--- src/rtl/regfile_writeback_if.sv ---
// regfile_writeback_if: ALU/load result streams and register file write port; REGFILE_WB_BYPASS_EN adds decode bypass taps
interface regfile_writeback_if;
  logic        alu_valid;
  logic [4:0]  alu_rd;
  logic [31:0] alu_data;
  logic        ld_valid;
  logic        ld_ready;
  logic [4:0]  ld_rd;
  logic [2:0]  ld_funct3;
  logic [1:0]  ld_addr_lo;
  logic [31:0] ld_rdata;
  logic [4:0]  write_index;
  logic [31:0] reg_write;
  logic        reg_write_en;
  logic        busy;
`ifdef REGFILE_WB_BYPASS_EN
  logic [4:0]  byp_index_a;
  logic [4:0]  byp_index_b;
  logic        byp_hit_a;
  logic        byp_hit_b;
  logic [31:0] byp_data_a;
  logic [31:0] byp_data_b;
`endif
  modport master (
    output alu_valid, alu_rd, alu_data, ld_valid, ld_rd, ld_funct3, ld_addr_lo, ld_rdata,
`ifdef REGFILE_WB_BYPASS_EN
    output byp_index_a, byp_index_b,
    input  byp_hit_a, byp_hit_b, byp_data_a, byp_data_b,
`endif
    input  ld_ready, write_index, reg_write, reg_write_en, busy
  );
  modport slave (
    input  alu_valid, alu_rd, alu_data, ld_valid, ld_rd, ld_funct3, ld_addr_lo, ld_rdata,
`ifdef REGFILE_WB_BYPASS_EN
    input  byp_index_a, byp_index_b,
    output byp_hit_a, byp_hit_b, byp_data_a, byp_data_b,
`endif
    output ld_ready, write_index, reg_write, reg_write_en, busy
  );
endinterface

--- src/rtl/regfile_writeback.sv ---
// regfile_writeback: merges ALU results (priority) and extended loads (in-order queue) onto the register file write port.
// Optional macro REGFILE_WB_BYPASS_EN adds combinational decode bypass outputs.
module regfile_writeback #(
  parameter int DEPTH = 2
) (
  input logic clk,
  input logic rst_n,
  regfile_writeback_if.slave wb
);
  localparam int AW = $clog2(DEPTH);
  logic [4:0]  q_rd   [DEPTH];
  logic [31:0] q_data [DEPTH];
  logic [AW-1:0] head, tail;
  logic [AW:0] count;
  logic [7:0]  byte_v;
  logic [15:0] half_v;
  logic [31:0] ld_ext;
  logic [4:0]  wr_idx;
  logic [31:0] wr_data;
  logic        wr_en;
  logic accept, non_empty, pop, bypass, push;
  always_comb begin
    byte_v = wb.ld_rdata[{wb.ld_addr_lo, 3'b000} +: 8];
    half_v = wb.ld_rdata[{wb.ld_addr_lo[1], 4'b0000} +: 16];
    ld_ext = wb.ld_funct3 == 3'b000 ? {{24{byte_v[7]}}, byte_v} :
             wb.ld_funct3 == 3'b001 ? {{16{half_v[15]}}, half_v} :
             wb.ld_funct3 == 3'b100 ? {24'd0, byte_v} :
             wb.ld_funct3 == 3'b101 ? {16'd0, half_v} : wb.ld_rdata;
  end
  assign wb.ld_ready = count != (AW+1)'(DEPTH);
  assign accept      = wb.ld_valid && wb.ld_ready;
  assign non_empty   = count != '0;
  assign pop         = !wb.alu_valid && non_empty;
  // Loads to x0 are consumed but never reach the queue or the write port
  assign bypass      = !wb.alu_valid && !non_empty && accept && wb.ld_rd != '0;
  assign push        = accept && wb.ld_rd != '0 && !bypass;
  always_ff @(posedge clk) begin
    if (push) begin
      q_rd[tail]   <= wb.ld_rd;
      q_data[tail] <= ld_ext;
    end
  end
  always_ff @(posedge clk or negedge rst_n) begin
    if (!rst_n) begin
      head  <= '0;
      tail  <= '0;
      count <= '0;
    end else begin
      head  <= head + AW'(pop);
      tail  <= tail + AW'(push);
      count <= count + (AW+1)'(push) - (AW+1)'(pop);
    end
  end
  always_ff @(posedge clk or negedge rst_n) begin
    if (!rst_n) begin
      wr_idx  <= '0;
      wr_data <= '0;
      wr_en   <= 1'b0;
    end else if (wb.alu_valid) begin
      wr_idx  <= wb.alu_rd;
      wr_data <= wb.alu_data;
      wr_en   <= wb.alu_rd != '0;
    end else if (non_empty) begin
      wr_idx  <= q_rd[head];
      wr_data <= q_data[head];
      wr_en   <= 1'b1;
    end else if (bypass) begin
      wr_idx  <= wb.ld_rd;
      wr_data <= ld_ext;
      wr_en   <= 1'b1;
    end else begin
      wr_en   <= 1'b0;
    end
  end
  assign wb.write_index  = wr_idx;
  assign wb.reg_write    = wr_data;
  assign wb.reg_write_en = wr_en;
  assign wb.busy         = non_empty;
`ifdef REGFILE_WB_BYPASS_EN
  assign wb.byp_hit_a  = wr_en && wr_idx == wb.byp_index_a && wb.byp_index_a != '0;
  assign wb.byp_hit_b  = wr_en && wr_idx == wb.byp_index_b && wb.byp_index_b != '0;
  assign wb.byp_data_a = wb.byp_hit_a ? wr_data : '0;
  assign wb.byp_data_b = wb.byp_hit_b ? wr_data : '0;
`endif
endmodule

--- src/flat_wrapper.sv ---
// flat-port wrapper written by rule: the top's interface ports become plain ports
module regfile_writeback_flat 
#(
  parameter int DEPTH = 2
)
  (clk, rst_n, wb_alu_valid, wb_alu_rd, wb_alu_data, wb_ld_valid, wb_ld_rd, wb_ld_funct3, wb_ld_addr_lo, wb_ld_rdata, wb_ld_ready, wb_write_index, wb_reg_write, wb_reg_write_en, wb_busy);
  regfile_writeback_if wb_i ();
  input logic clk;
  input logic rst_n;
  input wire logic [$bits(wb_i.alu_valid)-1:0] wb_alu_valid;
  input wire logic [$bits(wb_i.alu_rd)-1:0] wb_alu_rd;
  input wire logic [$bits(wb_i.alu_data)-1:0] wb_alu_data;
  input wire logic [$bits(wb_i.ld_valid)-1:0] wb_ld_valid;
  input wire logic [$bits(wb_i.ld_rd)-1:0] wb_ld_rd;
  input wire logic [$bits(wb_i.ld_funct3)-1:0] wb_ld_funct3;
  input wire logic [$bits(wb_i.ld_addr_lo)-1:0] wb_ld_addr_lo;
  input wire logic [$bits(wb_i.ld_rdata)-1:0] wb_ld_rdata;
  output wire logic [$bits(wb_i.ld_ready)-1:0] wb_ld_ready;
  output wire logic [$bits(wb_i.write_index)-1:0] wb_write_index;
  output wire logic [$bits(wb_i.reg_write)-1:0] wb_reg_write;
  output wire logic [$bits(wb_i.reg_write_en)-1:0] wb_reg_write_en;
  output wire logic [$bits(wb_i.busy)-1:0] wb_busy;
  assign wb_i.alu_valid = wb_alu_valid;
  assign wb_i.alu_rd = wb_alu_rd;
  assign wb_i.alu_data = wb_alu_data;
  assign wb_i.ld_valid = wb_ld_valid;
  assign wb_i.ld_rd = wb_ld_rd;
  assign wb_i.ld_funct3 = wb_ld_funct3;
  assign wb_i.ld_addr_lo = wb_ld_addr_lo;
  assign wb_i.ld_rdata = wb_ld_rdata;
  assign wb_ld_ready = wb_i.ld_ready;
  assign wb_write_index = wb_i.write_index;
  assign wb_reg_write = wb_i.reg_write;
  assign wb_reg_write_en = wb_i.reg_write_en;
  assign wb_busy = wb_i.busy;
  regfile_writeback #(.DEPTH(DEPTH)) u_core (.clk(clk), .rst_n(rst_n), .wb(wb_i));
endmodule
--- config.mk ---
export PLATFORM = sky130hd
export DESIGN_NAME = regfile_writeback_flat
export DESIGN_NICKNAME = d
export VERILOG_FILES = /design/src/rtl/regfile_writeback_if.sv /design/src/rtl/regfile_writeback.sv /design/src/flat_wrapper.sv
export SDC_FILE = /design/constraint.sdc
export NUM_CORES = 1
export LEC_CHECK = 0
export CORE_UTILIZATION = 55
export DETAILED_ROUTE_END_ITERATION = 8
export GPL_TIMING_DRIVEN = 0
export PLACE_DENSITY_LB_ADDON = 0.08
export SYNTH_ARGS = -nofsm -noshare
export SYNTH_HDL_FRONTEND = slang
export SYNTH_SLANG_ARGS = --single-unit
export TNS_END_PERCENT = 10
--- constraint.sdc ---
create_clock -name clk -period 7.6 [get_ports clk]
set_input_delay 1.9 -clock clk [delete_from_list [all_inputs] [get_ports clk]]
set_output_delay 1.9 -clock clk [all_outputs]
set_load 0.05 [all_outputs]
; ---- Yosys cells after proc, flatten, opt, wreduce, memory -nomap -nowiden
; Memories as Yosys holds them, arrays and structs flattened.
; Cells that the tools add are included.
[totals]
ff_bits = 42
ramBits = 74
out_inout_bits = 40
elab_cells = 48
mem_count = 2
[classes]
addsub = 4
eq_ne = 4
n_shift = 2
n_mux = 15
reduce_logical = 15
[mem_list]
columns = name, depth, width, rd, rd_clocked_by_memory_dff, wr, line
row1 = u_core.q_data, 2, 32, 1, 0, 1, regfile_writeback.sv:12  ; logic [31:0] q_data [DEPTH];
row2 = u_core.q_rd, 2, 5, 1, 0, 1, regfile_writeback.sv:11  ; logic [4:0] q_rd [DEPTH];
[ops]
columns = op, n
row1 = two-way mux 32 bit, 7
row2 = indexed part select 32 x 6 -> 16 bit, 1
row3 = indexed part select 32 x 6 -> 8 bit, 1
row4 = two-way mux 5 bit, 3
row5 = nonzero test 5 bit, 2
row6 = logical AND 1 bit, 7
row7 = equality test 3 bit (second input constant), 2
row8 = two-way mux 1 bit, 5
row9 = equality test 3 x 1 -> 1 bit (second input constant), 1
row10 = logical NOT 1 bit, 3
row11 = logical NOT 3 bit, 1
row12 = nonzero test 3 bit, 1
row13 = adder 1 bit, 2
row14 = adder 2 x 1 -> 2 bit, 1
row15 = inequality test 2 bit (second input constant), 1
row16 = nonzero test 2 bit, 1
row17 = subtractor 2 x 1 -> 2 bit, 1

; ---- Longest topological paths before layout
; Gate-level depths: netlist of the first run.
[depth]
word_depth = 9
ltp_mapped = 8
ltp_nobuf = 7

; ---- Worst setup path before layout of the first run
; OpenSTA, ideal clock, no wires.
[synth_timing]
path_type = input to register
startpoint = input port wb_ld_rd[1]
endpoint = memory u_core.q_data[0][0] (enable)
setup_time_ns = 0.429
t_arrival_ns = 3.480
required_time_ns = 7.171
slack_ns = 3.691
cell_stages = 4
cell_sequence = or3_1 o311ai_0 nor2_1 ha_1
[synth_via]
elab_chain_len = 6
[synth_lines]
columns = item, line
row1 = from (decl), flat_wrapper.sv:14  ; input wire logic [$bits(wb_i.ld_rd)-1:0] wb_ld_rd;
row2 = nonzero test 5 bit *, "regfile_writeback.sv:35, regfile_writeback.sv:36"
row3 = logical AND 1 bit, regfile_writeback.sv:35  ; assign bypass = !wb.alu_valid && !non_empty && accept && wb.ld_rd != '0;
row4 = logical NOT 1 bit, regfile_writeback.sv:36  ; assign push = accept && wb.ld_rd != '0 && !bypass;
row5 = logical AND 1 bit *, regfile_writeback.sv:36
row6 = two-way mux 1 bit *, regfile_writeback.sv:38  ; if (push) begin
row7 = two-way mux 1 bit (implied by the code) *, regfile_writeback.sv:40  ; q_data[tail] <= ld_ext;
row8 = to (decl), regfile_writeback.sv:12
; Mark *: on every way between the ends. The rest lies on a longest branch, timed or not.

; ---- Final worst setup path of the first run
[layout_timing]
startpoint = register u_core.count[0]
endpoint = output port wb_busy
[layout_via]
elab_chain_len = 1
[layout_lines]
columns = item, line
row1 = from (decl), regfile_writeback.sv:14  ; logic [AW:0] count;
row2 = from (signal assigned), regfile_writeback.sv:51  ; count <= count + (AW+1)'(push) - (AW+1)'(pop);
row3 = nonzero test 2 bit, regfile_writeback.sv:32  ; assign non_empty = count != '0;
row4 = to (decl), flat_wrapper.sv:22  ; output wire logic [$bits(wb_i.busy)-1:0] wb_busy;
; Every way passes these cells.

==> results.md, run 1 <==
- Status: finished clean
- Largest net degree at the start of global routing: 31
- Total Wirelength: 16.4 mm
- Most area-consuming cells after synthesis: edfxtp_1, dfrtp_1, mux2i_1, a22o_1, a21oi_2
- Min Tclk post-route: ~4700 ps
- Crit-path cells: nor2_1 > clkinv_1 > buf_2 > clkdlybuf4s50_1
- Largest stage delay on the critical path: between 700 and 800 ps
- Maximum fanout along the worst path: 10
- Fillers: 640
- DPL Wire Length: around 12 mm
- Gr usage total: approximately 32%
- Vias/cell: 6.18
- Power per Cell Area: 387 nW/um2
- # rows: 36
- Leak: 3.02 nW
- Critical Path RT: roughly 5700 ps
- Mean post-synth cell area: around 12 um2
- Area growth syn-to-layout: 35.5%
- Final antenna-violating net count: 0
- Placed Cells: approximately 730
- Clk slew on worst S/H paths: roughly 50 ps
- Setup violations, final: 0
- Period utilization: between 60% and 70%
- Slew @ Worst Pin: around 840 ps
- Critical Path End Type: output port
- H-tree depth: 4
- F_max: between 0.2 and 0.25 GHz
- Met1 Usage GRT: 40.2%
- Clock Skew: just over 9 ps
- Max_cap viols: 0
- Final core occ: 78.1%
- Cell area after synthesis: 5740 um2
- Setup Crit Path Kind: reg2out
- Vias in the first global route: between 4k and 5k
- Chip Height: 104 um
- Slew margin rel.: around 44%
- First-pass GRT wire length: between 20 and 30 mm
- Clock Sink Count: 116
- Cts bufs inserted: 17
- Final Slew Violations: 0
- CTS max path bufs: 2
- Diodes inserted: 0
- Final Hold Viols: 0
- Synth top area share: between 30% and 40%
- Yosys reg bits: 116
- Sum Neg Setup Slack: 0 ps
- GRT overflow: 0
- EDFF count, synth: 74
- Synthesized instance count: around 470
- Crit path max-delay cell type: clkdlybuf4s50_1
- GP Congestion: about 0.88
- Starting Density: between 50% and 60%
- DRT iter0 DRCs: 274
- Io pins: approximately 120
- Routed via count: between 4k and 5k
- Synth area leader: edfxtp_1
- Critical path arrival: between 2000 and 3000 ps
- Die W: ~100 um
- Sequential-to-total area share from yosys stat: 57.1%
- Remaining DRCs: 0
- 1st-pass router iterations: 5
- M3 GR Usage: ~8.6%
- Post_cts resized: 0
- Post-DR wirelength/cell: 21.6 um
- Hold Crit Class: reg2reg
- Nets: 700
- Core Box Area: between 9000 and 10000 um2
- Async SR Flop Fraction: around 36%
- CTS Root Buffer Type: clkbuf_8
- Worst Setup SP: u_core.count[0]$_DFF_PN0_
- Cell variety after synth: 52
- Die area: roughly 11000 um2
- Top_reg_cell synth: edfxtp_1
- VDD IR max: between 200 and 250 uV
- Clk_lat worst skew: around 520 ps
- Post-CTS setup buffer count: 0
- YS warnings: 0
- Share of cells above drive strength 1: around 15%
- Met2 usage: ~53%
- Finished Layout Cells: between 700 and 800
- Hold path start: u_core.wb.reg_write[0]$_DFFE_PN0P_
- Worst R2R Start: u_core.count[0]$_DFF_PN0_
- Syn nets: approximately 560
- Most Crowded Layer GR: met2
- CP Buf/Inv Count: 3
- Antenna violations before repair: 0
- PortBufs: 120
- RSZ-0062 raised after global routing: no
- Worst Setup Start Kind: register
- Hold-fix buffers, CTS: 0
- Top cell family by delay on the critical path: buffers and inverters
- TritonCTS clock tree: yes
## worst min-delay path, delay by kind of cell (launching register included)
kind,cells,cell delay (ps)
flip-flops,1,340
AND/OR/NAND/NOR,2,120
## path summary, 6_finish.rpt
path | slack (ps) | cells after the start | to
setup / recovery | 2930 | 4 | wb_busy
hold / removal | 500 | 2 | u_core.wb.reg_write[0]$_DFFE_PN0P_
setup reg to reg | 4330 | 7 | u_core.q_data[0][14]$_DFFE_PP_
hold reg to reg | 500 | 2 | u_core.wb.reg_write[0]$_DFFE_PN0P_
max in group asynchronous | 5700 | 2 | u_core.wb.reg_write[29]$_DFFE_PN0P_
min in group asynchronous | 1380 | 1 | u_core.wb.write_index[2]$_DFFE_PN0P_
## placed cells by master, fill, tap and decap left out, drive strengths merged, types with 2 or more instances in the layout
master,synthesis,final
nor2,38,38
a21oi,34,34
a22o,23,23
mux2,2,2
clkdlybuf4s50,0,119
o22a,7,7
clkinvlp,0,3
and3b,7,7
nor3,9,9
edfxtp,74,74
xnor2,2,2
dfrtp,42,42
clkinv,1,6
mux2i,39,39
nor2b,10,10
nand3,7,7
nand2b,3,3
a221oi,7,7
nand2,42,42
a211oi,21,21
buf,19,23
o311ai,2,2
bufinv,0,3
a32oi,7,7
ha,4,4
nor4,8,8
inv,7,7
clkbuf,22,43
o32a,16,16
## registers in the layout (all words and copies together) (netlist names)
signal	cells
u_core.q_data	64
u_core.wb.reg_write	32
u_core.q_rd	10
u_core.wb.write_index	5
u_core.count	2
u_core.head	1
u_core.tail	1
u_core.wb.reg_write_en	1
## stage by stage
| step | instance area [um2] | setup slack, ps | total power [mW] | hold WS, ps |
|---|---|---|---|---|
| 2_1_floorplan | 5740 | 3690 | 1.78 | 468 |
| 3_3_place_gp | 7100 | 2570 | 2.16 | 475 |
| 3_5_place_dp | 7170 | 3180 | 2.20 | 481 |
| 4_1_cts | 7770 | 2950 | 3.01 | 500 |
| 5_1_grt | 7770 | 2810 | 3.12 | 516 |
| 6_report | 7770 | 2930 | 3.01 | 495 |
## cell families after synthesis
| family | after synthesis | share of synthesized area, % |
|---|---|---|
| flip-flops | 116 | 57.1 |
| multiplexers | 42 | 7.59 |
| buffers and inverters | 49 | 4.21 |
| XOR/XNOR | 3 | 0.458 |
| AO/OA/AOI/OAI | 126 | 18.8 |
| AND/OR/NAND/NOR | 131 | 11.0 |
| adder cells (fa/ha/maj) | 4 | 0.872 |
## layout make-up
class                           instances  area [um2]  share of cell area, %
Sequential cell                       116        3270                   42.1
Multi-Input combinational cell        306        2230                   28.6
Timing Repair Buffer                  123        1260                   16.3
Clock buffer                           21         449                   5.78
Buffer                                 41         211                   2.72
Tap cell                              133         166                   2.14
Clock inverter                         11         153                   1.96
Inverter                                8        30.0                  0.386
## metal layers
metal / vias up / routed length, um / share of wire, %
li1: 2106 / - / -
met1: 2282 / 6610 / 40
met2: 267 / 8160 / 50
met3: 32 / 1310 / 8.0
met4: 0 / 327 / 2.0
met5: - / 0 / 0
## cell usage after synthesis, drive strengths merged, types with 8 or more instances
cell / number
mux2i: 39
a21oi: 34
a22o: 23
nor2b: 10
nor4: 8
a211oi: 21
buf: 19
nand2: 42
nor3: 9
clkbuf: 22
dfrtp: 42
o32a: 16
edfxtp: 74
nor2: 38
## report_power, final
group	total (mW)	switching (mW)	internal, mW
registers	0.964	0.0788	0.886
clock network	0.803	0.286	0.518
logic	1.24	0.789	0.454
Power figures use the tool's default switching activity.
==> run 2, diff against run 1 <==
CORE_UTILIZATION = 51   (was 55)
clock period = 4.8 ns   (was 7.6 ns; I/O delays follow)
==> run 2 against run 1 <==
Utilization decreased by 6.4 points. Count of clock-buffer cells in the layout fell by 1. Largest power group unchanged. Die area grew 7.7%. Combinational power is 59% higher. Sequential share of layout area decreased by 0.16 points. Highest routed layer unchanged. Design area is 0.37% higher.
==> results.md, run 2 (synthesized netlist as in run 1, its figures left out) <==
- Worst Slack Setup Final: ~800 ps
- Critical path arrival: roughly 2800 ps
- GP Congestion: roughly 0.92
- Final Slew Violations: 0
- Die W: approximately 110 um
- Final core occ: between 70% and 80%
- Worst Setup Start Kind: register
- Post-DP Area: 7190 um2
- DP Worst Slack: slightly below 900 ps
- R2r setup slk: approximately 1500 ps
- Most common cell after layout, fill and taps aside: clkdlybuf4s50_1
- Largest net degree at the start of global routing: 31
- Critical Path RT: 3600 ps
- Period utilization: roughly 83%
- Worst R2R Start: u_core.count[1]$_DFF_PN0_
- Crit path max-delay cell type: clkdlybuf4s50_1
- Io pins: 123
- DRT iter0 DRCs: between 300 and 400
- Routed via count: roughly 4.6k
- Largest stage delay on the critical path: approximately 750 ps
- Total Wirelength: ~16 mm
- # rows: 38
- Critical Path End Type: output port
- Most frequent cells in the layout: clkdlybuf4s50_1, edfxtp_1, nand2_1, dfrtp_1, mux2i_1
- Hold endpoint: u_core.wb.reg_write[19]$_DFFE_PN0P_
- Reg2reg path depth: 7
- Clk_lat worst skew: between 500 and 600 ps
- Final hold slack: a little under 500 ps
- Hold path start: u_core.wb.reg_write[19]$_DFFE_PN0P_
- Min Tclk post-route: 3980 ps
- Placed Cells: 734
- Diodes inserted: 0
- Crit-path cells: nor2_1 > clkinv_1 > buf_2 > clkdlybuf4s50_1
- Vias in the first global route: about 4.6k
- Setup violations, final: 0
- Clock Skew: roughly 10 ps
- Max_cap viols: 0
- R2r endpoint: u_core.q_data[0][30]$_DFFE_PP_
- RSZ-0062 raised after global routing: no
- Leak: just over 3 nW
- Sum Neg Setup Slack: 0 ps
- Core Box Area: ~11000 um2
- Setup Crit Path Kind: reg2out
- F_max: approximately 0.25 GHz
- Remaining DRCs: 0
- Post-DR wirelength/cell: around 21 um
- Status: finished clean
- Final antenna-violating net count: 0
- Gr usage total: 29.1%
- PortBufs: 120
- Clock Sink Count: between 100 and 150
- VDD IR max: 374 uV
- TritonCTS clock tree: yes
- CTS max path bufs: 2
- Largest register FFs: 64
- Cell area after layout: slightly below 8000 um2
- H-tree depth: 4
- Slew @ Worst Pin: a little over 800 ps
- Vias/cell: ~6
- Final Hold Viols: 0
- Power per Cell Area: 616 nW/um2
- Maximum fanout along the worst path: 10
- Biggest register: u_core.q_data
- Antenna violations before repair: 0
- Die area: 11700 um2
- DPL Wire Length: ~12 mm
- 1st-pass router iterations: 6
- Starting Density: about 53%
- Finished Layout Cells: 766
- Area growth syn-to-layout: 36.0%
- GRT overflow: 0
- Slew margin rel.: 44.9%
- Chip Height: around 110 um
- Post-CTS setup buffer count: 0
- Hold Crit Class: reg2reg
- Clk slew on worst S/H paths: approximately 60 ps
- Hold Path Depth: 1
- CTS Root Buffer Type: clkbuf_8
- Total power draw: slightly below 5 mW
- Nets: 700
- Post_cts resized: 0
- Hold-fix buffers, CTS: 0
- Cts bufs inserted: 17
- First-pass GRT wire length: 24.7 mm
- Share of cells above drive strength 1: roughly 15%
==> run 2: cell count changes in the layout (fill, tap and decap cells not counted) <==
cell,delta
clkinv_2,+1
clkinv_4,-2
clkbuf_8,-1
buf_16,+1
bufinv_16,+1
buf_12,-1
inv_6,+1
==> run 2: worst max-delay path, delay by kind of cell (launching register included) <==
kind	cells	cell delay, ps
buffers and inverters	3	1520
AND/OR/NAND/NOR	1	330
flip-flops	1	400
==> run 2: worst max path at each step <==
stage                     slack [ps]                             end                 startpoint
final                            820                         wb_busy  u_core.count[1]$_DFF_PN0_
after global routing             760                         wb_busy  u_core.count[1]$_DFF_PN0_
after CTS                        840                         wb_busy  u_core.count[1]$_DFF_PN0_
after detailed placement         870  u_core.q_data[0][27]$_DFFE_PP_                wb_ld_rd[1]
after global placement           460  u_core.q_data[1][30]$_DFFE_PP_                wb_ld_rd[1]
after floorplan                 1590   u_core.q_data[0][0]$_DFFE_PP_                wb_ld_rd[1]
==> run 2: final cells by class <==
cell class	count	area, um2
sequential	116	3270
multi-input combinational	306	2230
inverter	8	30.0
timing repair buffer	123	1270
buffer	41	211
clock inverter	12	179
fill	816	3090
clock buffer	20	435
tap	140	175
==> run 2: routing by layer <==
layer,wire length [um],GRT usage [%],part of all wire [%]
met1,6580,37.3,41
met2,8020,48.0,49
met3,1260,6.81,7.8
met4,378,10.7,2.3
met5,0,0,0
==> run 2: power by group <==
group / internal, mW / switching, mW
clock network: 0.857 / 0.455
logic: 0.727 / 1.25
registers: 1.40 / 0.120
total: 2.99 / 1.82
